**src/rtl/uart_apb_pkg.sv**
```systemverilog
// rtl/uart_apb_pkg.sv - register map, status bit indices, FIFO depth and FSM states
package uart_apb_pkg;

  localparam logic [7:0] ADDR_CR     = 8'h00;
  localparam logic [7:0] ADDR_DVSR   = 8'h04;
  localparam logic [7:0] ADDR_TXDATA = 8'h08;
  localparam logic [7:0] ADDR_RXDATA = 8'h0C;
  localparam logic [7:0] ADDR_SR     = 8'h10;

  localparam int SR_TX_FULL    = 0;
  localparam int SR_TX_EMPTY   = 1;
  localparam int SR_RX_FULL    = 2;
  localparam int SR_RX_OVERRUN = 3;

  localparam int TX_FIFO_DEPTH = 4;

  typedef enum logic [1:0] {
    ST_IDLE   = 2'd0,
    ST_ACCESS = 2'd1,
    ST_STALL  = 2'd2
  } apb_state_e;

endpackage

```
**src/rtl/uart_tx_fifo.sv**
```systemverilog
// rtl/uart_tx_fifo.sv - 4-entry byte FIFO feeding the UART transmitter
module uart_tx_fifo
  import uart_apb_pkg::*;
(
  input  logic       clk,
  input  logic       rst,
  input  logic       push,
  input  logic [7:0] wdata,
  input  logic       pop,
  output logic [7:0] rdata,
  output logic       full,
  output logic       empty,
  output logic [2:0] count
);

  logic [7:0] mem [TX_FIFO_DEPTH];
  logic [1:0] wr_ptr;
  logic [1:0] rd_ptr;
  logic       do_push;
  logic       do_pop;

  assign full    = (count == 3'(TX_FIFO_DEPTH));
  assign empty   = (count == 3'd0);
  assign do_pop  = pop & ~empty;
  // A pop in the same cycle frees the head slot, so a full FIFO may still accept.
  assign do_push = push & (~full | do_pop);
  assign rdata   = empty ? 8'h00 : mem[rd_ptr];

  always_ff @(posedge clk) begin
    if (do_push) begin
      mem[wr_ptr] <= wdata;
    end
  end

  always_ff @(posedge clk) begin
    if (rst) begin
      wr_ptr <= 2'd0;
      rd_ptr <= 2'd0;
      count  <= 3'd0;
    end else begin
      if (do_push) begin
        wr_ptr <= wr_ptr + 2'd1;
      end
      if (do_pop) begin
        rd_ptr <= rd_ptr + 2'd1;
      end
      case ({do_push, do_pop})
        2'b10:   count <= count + 3'd1;
        2'b01:   count <= count - 3'd1;
        default: count <= count;
      endcase
    end
  end

endmodule

```
**src/rtl/uart_apb_slave.sv**
```systemverilog
// rtl/uart_apb_slave.sv - APB register slave for a UART with TX FIFO and single-byte RX holding register
// Define UART_APB_SLVERR_EN to report erroneous accesses on pslverr.
module uart_apb_slave
  import uart_apb_pkg::*;
(
  input  logic        pclk,
  input  logic        preset,
  input  logic [31:0] paddr,
  input  logic [31:0] pwdata,
  input  logic        psel,
  input  logic        penable,
  input  logic        pwrite,
  output logic [31:0] prdata,
  output logic        pready,
  output logic        pslverr,
  output logic [7:0]  tx_data,
  output logic        tx_valid,
  input  logic        tx_ready,
  input  logic [7:0]  rx_data,
  input  logic        rx_valid,
  output logic [15:0] dvsr,
  output logic        tx_en,
  output logic        rx_en
);

  apb_state_e  state;
  apb_state_e  state_nxt;
  logic [7:0]  addr;
  logic        hit_cr, hit_dvsr, hit_tx, hit_rx, hit_sr, mapped;
  logic        tx_full, tx_empty, tx_pop, tx_push;
  logic [2:0]  tx_count;
  logic        rx_full, rx_overrun, rx_pop;
  logic [7:0]  rx_byte;
  logic        in_access, stall, access_err;
  logic        commit, wr_commit, rd_commit, ovr_clr;
  logic [31:0] sr_val;
  logic [31:0] rd_mux;
  logic        unused_ok;

  assign addr     = paddr[7:0];
  assign hit_cr   = (addr == ADDR_CR);
  assign hit_dvsr = (addr == ADDR_DVSR);
  assign hit_tx   = (addr == ADDR_TXDATA);
  assign hit_rx   = (addr == ADDR_RXDATA);
  assign hit_sr   = (addr == ADDR_SR);
  assign mapped   = hit_cr | hit_dvsr | hit_tx | hit_rx | hit_sr;

  assign tx_valid  = (tx_count != 3'd0);
  assign tx_pop    = tx_valid & tx_ready;
  assign in_access = (state == ST_ACCESS) || (state == ST_STALL);
  assign stall     = pwrite & hit_tx & tx_full & ~tx_pop;
  assign pready    = in_access & ~stall;

`ifdef UART_APB_SLVERR_EN
  localparam logic [31:0] SR_W1C_MASK = 32'h1 << SR_RX_OVERRUN;
  assign access_err = ~mapped
                    | (pwrite & (hit_rx | (hit_sr & (|(pwdata & ~SR_W1C_MASK)))))
                    | (~pwrite & hit_tx);
`else
  assign access_err = 1'b0;
`endif
  assign pslverr = pready & access_err;

  // Flagged accesses complete on the bus but leave every register untouched.
  assign commit    = psel & penable & pready & ~access_err;
  assign wr_commit = commit & pwrite;
  assign rd_commit = commit & ~pwrite;
  assign tx_push   = wr_commit & hit_tx;
  assign rx_pop    = rd_commit & hit_rx & rx_full;
  assign ovr_clr   = wr_commit & hit_sr & pwdata[SR_RX_OVERRUN];

  assign unused_ok = &{1'b0, paddr[31:8], pwdata[31:16], mapped};

  always_comb begin
    sr_val                = 32'h0;
    sr_val[SR_TX_FULL]    = tx_full;
    sr_val[SR_TX_EMPTY]   = tx_empty;
    sr_val[SR_RX_FULL]    = rx_full;
    sr_val[SR_RX_OVERRUN] = rx_overrun;
  end

  always_comb begin
    rd_mux = 32'h0;
    if (!pwrite) begin
      case (addr)
        ADDR_CR:     rd_mux = {30'h0, rx_en, tx_en};
        ADDR_DVSR:   rd_mux = {16'h0, dvsr};
        ADDR_RXDATA: rd_mux = rx_full ? {24'h0, rx_byte} : 32'h0;
        ADDR_SR:     rd_mux = sr_val;
        default:     rd_mux = 32'h0;
      endcase
    end
  end

  always_comb begin
    state_nxt = state;
    case (state)
      ST_IDLE:   if (psel && !penable) state_nxt = ST_ACCESS;
      ST_ACCESS: state_nxt = pready ? ST_IDLE : ST_STALL;
      ST_STALL:  if (pready || !psel) state_nxt = ST_IDLE;
      default:   state_nxt = ST_IDLE;
    endcase
  end

  always_ff @(posedge pclk) begin
    if (preset) begin
      state      <= ST_IDLE;
      prdata     <= 32'h0;
      tx_en      <= 1'b0;
      rx_en      <= 1'b0;
      dvsr       <= 16'h0;
      rx_byte    <= 8'h0;
      rx_full    <= 1'b0;
      rx_overrun <= 1'b0;
    end else begin
      state <= state_nxt;
      if (state == ST_IDLE && psel && !penable) begin
        prdata <= rd_mux;
      end
      if (wr_commit && hit_cr) begin
        {rx_en, tx_en} <= pwdata[1:0];
      end
      if (wr_commit && hit_dvsr) begin
        dvsr <= pwdata[15:0];
      end
      // A new byte arriving on a popping read replaces the byte being returned.
      if (rx_valid) begin
        rx_byte <= rx_data;
        rx_full <= 1'b1;
      end else if (rx_pop) begin
        rx_full <= 1'b0;
      end
      if (rx_valid && rx_full && !rx_pop) begin
        rx_overrun <= 1'b1;
      end else if (ovr_clr) begin
        rx_overrun <= 1'b0;
      end
    end
  end

  uart_tx_fifo u_tx_fifo (
    .clk   (pclk),
    .rst   (preset),
    .push  (tx_push),
    .wdata (pwdata[7:0]),
    .pop   (tx_pop),
    .rdata (tx_data),
    .full  (tx_full),
    .empty (tx_empty),
    .count (tx_count)
  );

endmodule

```
**config.mk**
```make
export PLATFORM = sky130hd
export DESIGN_NAME = uart_apb_slave
export DESIGN_NICKNAME = d
export VERILOG_FILES = /design/src/rtl/uart_apb_pkg.sv /design/src/rtl/uart_tx_fifo.sv /design/src/rtl/uart_apb_slave.sv
export SDC_FILE = /design/constraint.sdc
export NUM_CORES = 1
export LEC_CHECK = 0
export ABC_AREA = 1
export BUFFER_PORTS_ARGS = -buffer_cell sky130_fd_sc_hd__buf_2
export CAP_MARGIN = 0
export CORE_AREA = 3 3 82 103
export CTS_CLUSTER_DIAMETER = 150
export DETAILED_ROUTE_END_ITERATION = 16
export DIE_AREA = 0 0 85 106
export PLACE_DENSITY = 0.93
export RECOVER_POWER = 25
export SYNTH_ARGS = -nofsm -noshare
export SYNTH_HDL_FRONTEND = slang
export SYNTH_SLANG_ARGS = --single-unit
```
**constraint.sdc**
```tcl
create_clock -name pclk -period 3.5 [get_ports pclk]
set_clock_uncertainty 0.1 [all_clocks]
set_input_delay 0.175 -clock pclk [delete_from_list [all_inputs] [get_ports pclk]]
set_output_delay 0.175 -clock pclk [all_outputs]
set_load 0.01 [all_outputs]
```
== Word level (Yosys, flattened, before mapping) ==
Memories as Yosys holds them, arrays and structs flattened. A register that Yosys moved wholly into a read port is not among the register bits.
Index checks and enable logic that the tools add are counted.
Widths: inputs -> output; s select.

* Add/subtract/negate cells: 4
* Equal/unequal tests: 11
* Multiplexer cells: 17
* Bitwise gates (word level): 22
* Reduce and logical (&&, ||, !) cells: 20

{| class="wikitable"
|+ Operator list
! operator !! count
|-
| $pmux 16 s4 || 1
|-
| $and 1x1->1 || 16
|-
| $eq 8x4->1 const B || 2
|-
| $mux 16 || 1
|-
| $mux 8 || 2
|-
| $mux 2 || 5
|-
| $eq 8x3->1 const B || 1
|-
| $eq 8x5->1 const B || 1
|-
| $logic_not 8->1 || 1
|-
| $logic_and 1x1->1 || 7
|-
| $mux 1 || 6
|-
| $pmux 2 s3 || 1
|-
| $pmux 3 s2 || 1
|-
| $reduce_bool 2->1 || 3
|-
| $not 1->1 || 5
|-
| $add 2x1->2 const B || 2
|-
| $eq 2x1->1 const B || 2
|-
| $eq 2x2->1 const B || 2
|-
| $add 3x1->3 const B || 1
|-
| $eq 3x3->1 const B || 1
|-
| $logic_not 1->1 || 3
|-
| $logic_not 3->1 || 1
|-
| $reduce_bool 3->1 || 1
|-
| $sub 3x1->3 const B || 1
|-
| 6 further kinds || 7
|}

* Bits in registers: 69
* Bits in writable memories: 32
* Bits of input ports: 79
* Output and inout port bits: 61
* Logic and storage cells: 86
* Memories: 1

{| class="wikitable"
|+ Memories
! name !! depth !! bits a word !! read ports !! clocked after Yosys merged registers in !! wr ports !! RTL line !! text
|-
| u_tx_fifo.mem || 4 || 8 || 1 || 1 || 1 || uart_tx_fifo.sv:16 || <nowiki>logic [7:0] mem [TX_FIFO_DEPTH];</nowiki>
|}

== Longest topological paths before layout ==
* Depth after elaboration: 13
* Gate-level depth with buffers: 15
* Depth with buffers taken out: 15

== Cells and area by module ==
From an unflattened synthesis, not the netlist that was laid out.

* Cells, all modules: 507
* Area total of the unflattened synthesis: 4096.4 sq um

{| class="wikitable"
|+ By module, submodules not included
! module !! instances !! cells each !! area an instance (sq um) !! sequential area each (sq um)
|-
| uart_apb_slave || 1 || 347 || 2339.7 || 920.9
|-
| uart_tx_fifo || 1 || 160 || 1756.7 || 1141.1
|}

== Worst setup path before layout ==
No wires, ideal clock.

* Path type: register to register
* Start: reg state[0]
* End: reg u_tx_fifo.count[2]
* Setup time: 0.122 ns
* Data arrival time: 2.026 ns
* Required time: 3.278 ns
* Slack: 1.252 ns
* Cell stages (with the launch flop): 13
* Path buffers: 0
* Clock period less this slack: 2.248 ns
* Cell sequence: dfxtp_1 > inv_1 > ha_1 > nand4_4 > nor2_1 > inv_2 > ha_1 > inv_1 > fa_1 > a21oi_1 > o21ai_0 > o21ai_0 > a21oi_1

* Word-level cells in the longest chain between the ends: 9
* Elaborated cells between the ends (all ways): 12
* Classes of those cells: eq/ne (4); mux (1); bitwise (5); reduce/logical (2)

{| class="wikitable"
|+ RTL lines
! what !! RTL line !! text
|-
| start, declared || uart_apb_slave.sv:26 || <nowiki>apb_state_e state;</nowiki>
|-
| start signal, assigned || uart_apb_slave.sv:116 || <nowiki>state <= state_nxt;</nowiki>
|-
| $eq 2x1->1 or $eq 2x2->1 (tied branches) || uart_apb_slave.sv:50 || <nowiki>assign in_access = (state == ST_ACCESS) || (state == ST_STALL);</nowiki>
|-
| $logic_or 1x1->1 * || uart_apb_slave.sv:50 ||
|-
| $and 1x1->1 * || uart_apb_slave.sv:52 || <nowiki>assign pready = in_access & ~stall;</nowiki>
|-
| $and 1x1->1 * || uart_apb_slave.sv:65 || <nowiki>assign commit = psel & penable & pready & ~access_err;</nowiki>
|-
| $and 1x1->1 * || uart_apb_slave.sv:66 || <nowiki>assign wr_commit = commit & pwrite;</nowiki>
|-
| $and 1x1->1 * || uart_apb_slave.sv:68 || <nowiki>assign tx_push = wr_commit & hit_tx;</nowiki>
|-
| $and 1x1->1 * || uart_tx_fifo.sv:26 || <nowiki>assign do_push = push & (~full | do_pop);</nowiki>
|-
| $eq 2x1->1 or $eq 2x2->1 (tied branches) || uart_tx_fifo.sv:47 || <nowiki>case ({do_push, do_pop})</nowiki>
|-
| $pmux 3 s2 or $reduce_bool 2->1 (tied branches) || -- ||
|-
| end signal, assigned || uart_tx_fifo.sv:48 || <nowiki>2'b10: count <= count + 3'd1;</nowiki>
|-
| end signal, assigned || uart_tx_fifo.sv:49 || <nowiki>2'b01: count <= count - 3'd1;</nowiki>
|-
| end signal, assigned || uart_tx_fifo.sv:50 || <nowiki>default: count <= count;</nowiki>
|-
| end, declared || uart_tx_fifo.sv:13 || <nowiki>output logic [2:0] count</nowiki>
|}

Mark *: on every way between the ends. The rest lies on a longest branch, timed or not.
A chain may end at the register's enable or synchronous reset.

== Worst setup path after layout ==
* Start: reg state[0]
* End: reg u_tx_fifo.count[1]

The elaborated chain is that of the path after synthesis.

==> results.json <==
{
  "status": "finished clean",
  "grt_use_total_pct": 21.36,
  "cts_buffers": 9,
  "cts_tree": "built",
  "min_to": "dvsr[11]$_SDFFE_PP0P_",
  "vias": 3483,
  "path_max_fanout": 5,
  "ys_ff_latch": 87,
  "diodes": 0,
  "clock-root-buffer": "clkbuf_8",
  "hold_path_class": "primary input to flop",
  "relSlewSlack_pct": 38.88,
  "ys_seq_area_share_pct": 51.48,
  "ctsHtreeMaxLevel": 3,
  "crit_arrival_ns": 2.72,
  "peakVddDrop_mv": 0.3254,
  "p_leak_uw": 0.002107,
  "io-pin-count": 140,
  "tightestPinTransition_ns": 0.9158,
  "worstPathRequired_ns": 3.70,
  "syn_to_final_growth_pct": 18.03,
  "die_h_um": 106,
  "grt-ovfl-total": 0,
  "critPathLaunch": "state[0]$_SDFFE_PP0P_",
  "clock.fmax_mhz": 396.8,
  "hold_viol": 0,
  "tns_ns": 0,
  "grt_max_degree": 34,
  "period_needed_ns": 2.520,
  "final_common_cell": "nor2_1",
  "hp-start": "pwdata[11]",
  "slew_viol_final": 0,
  "fp.dieArea_um2": 9010,
  "numPortBuffers": 82,
  "endpoint_kind": "flop",
  "die_w_um": 85,
  "numClockSinks": 87,
  "postSynthAreaPerCell_um2": 8.010,
  "final_cell_mix": "nor2_1 (105), nand2_1 (97), buf_2 (66)",
  "drtIter0Drc": 203,
  "r2r-start": "state[0]$_SDFFE_PP0P_",
  "clk_pin_slew_ns": 0.09,
  "wire_per_inst_um": 13.58,
  "rsz0062_at_grt": "false",
  "dr.pass1.iters": 7,
  "cts_max_path_buffers": 2,
  "worstRegToRegCells": 11,
  "drc_errors": 0,
  "startpoint_type": "flop",
  "multi_input_area_um2": 1577,
  "rrSetupSlack_ns": 0.98,
  "hold_depth": 5,
  "fill_cells": 625,
  "start_util_pct": 53.48,
  "worstSetupPathType": "flop to flop",
  "rr_endpoint": "u_tx_fifo.count[1]$_SDFFE_PP0P_",
  "ant_nets": 0,
  "synthDistinctLibCells": 28,
  "setup_viol": 0,
  "syn_area_um2": 4005,
  "layout-drive-gt1-share_pct": 15.89,
  "period_share_pct": 72.00,
  "core_region_area_um2": 7488,
  "maxCapViolations": 0,
  "total_power_uw": 1877,
  "antenna_found_initial": 0,
  "ys_warn_count": 0,
  "rows": 35,
  "gp_congestion": 0.8900,
  "grt_pass1_wl_um": 15380,
  "viasPerCell": 5.048,
  "syn_inst": 500,
  "seqCellArea_um2": 2062,
  "p_per_area_nw_per_um2": 397.2,
  "cts_resized": 0,
  "hold_slack_ns": 0.01964,
  "nets": 681,
  "clk_latency_ns": 0.35,
  "grt_pass1_vias": 3299,
  "routed_wl_um": 9370,
  "dp_hpwl_um": 6547
}
-- layout make-up --
cell class | instances | share of cell area [%]
inverter | 56 | 4.447
clock inverter | 7 | 1.509
clock buffer | 9 | 2.620
sequential | 87 | 43.62
timing repair buffer | 100 | 12.02
tap | 92 | 2.435
multi-input combinational | 339 | 33.35
-- kinds of logic after synthesis --
logic type               count (synthesis)  share of synthesized area [%]
AND/OR/NAND/NOR                        242                          25.84
adder cells (fa/ha/maj)                  9                          2.999
AO/OA/AOI/OAI                           71                          8.935
buffers and inverters                   90                          10.65
other                                    1                        0.09363
flip-flops                              87                          51.48
-- worst max-delay path, cell delays in order, from the launching register on --
cell and delay, ns:
dfxtp_1 0.37, inv_1 0.08, ha_1 0.37, nand4_4 0.18, nor2_1 0.30, inv_2 0.12, ha_1 0.19, inv_1 0.10
fa_1 0.42, nor2_1 0.10, a21oi_1 0.05, nor2_1 0.08
-- how the worst max path moves through the flow --
stage | endpoint | cells past startpoint
floorplan | u_tx_fifo.count[2]$_SDFFE_PP0P_ | 12
detailed placement | u_tx_fifo.count[1]$_SDFFE_PP0P_ | 11
global route | u_tx_fifo.count[2]$_SDFFE_PP0P_ | 12
finish | u_tx_fifo.count[1]$_SDFFE_PP0P_ | 11
CTS | u_tx_fifo.count[1]$_SDFFE_PP0P_ | 11
global placement | u_tx_fifo.count[1]$_SDFFE_PP0P_ | 11
-- metrics by stage --
step           instances  utilization (%)  area (µm²)  setup slack, ns
4_1_cts              690            63.39        4747           0.9738
3_5_place_dp         657            58.51        4382            1.005
5_1_grt              690            63.12        4727           0.7640
3_3_place_gp         657            58.51        4382            1.095
6_report             690            63.12        4727           0.9799
2_1_floorplan        516                -        4065            1.252
-- Yosys cell counts (all sizes together) --
cell,count,area (µm²)
a21oi,34,170.2
buf,26,186.4
nor3,4,36.29
nand4,6,52.55
dfxtp,55,1101
nor2,109,437.9
fa,1,20.02
o21ai,36,180.2
nand3,22,110.1
edfxtp,32,960.9
nand3b,3,22.52
clkbuf,8,30.03
o21bai,1,7.510
nand2,98,375.4
inv,56,210.2
ha,8,100.1
conb,1,3.750
-- metal layers --
metal	vias up	global-route usage, %	routed length, µm
met5	-	0	0
met4	0	9.050	231
met3	23	4.806	719
met2	170	37.94	4874
met1	1550	24.31	3546
li1	1740	-	-
-- power by group --
| part | internal (µW) | total [µW] | switching (µW) |
|---|---|---|---|
| Combinational | 46.1 | 124 | 78.3 |
| Clock | 332 | 690 | 358 |
| Sequential | 1060 | 1060 | 7.68 |
-- flip-flops by register name, indices dropped and copies added (netlist names), named ones only --
register	flops
u_tx_fifo.mem	32
rx_byte	8
u_tx_fifo.rd_ptr	2
dvsr	16
u_tx_fifo.count	3
u_tx_fifo.wr_ptr	2
state	2
prdata	16
rx_en	1
rx_full	1
rx_overrun	1
tx_en	1
-- timing repair --
| action | 4_1_cts | 5_1_grt |
|---|---|---|
| endpoints found under the hold margin | 41 | 0 |
| buffers inserted | 0 | 0 |
| hold buffers | 17 | 0 |
| setup endpoints to repair | 0 | 0 |
(Power assumes the default switching activity.)
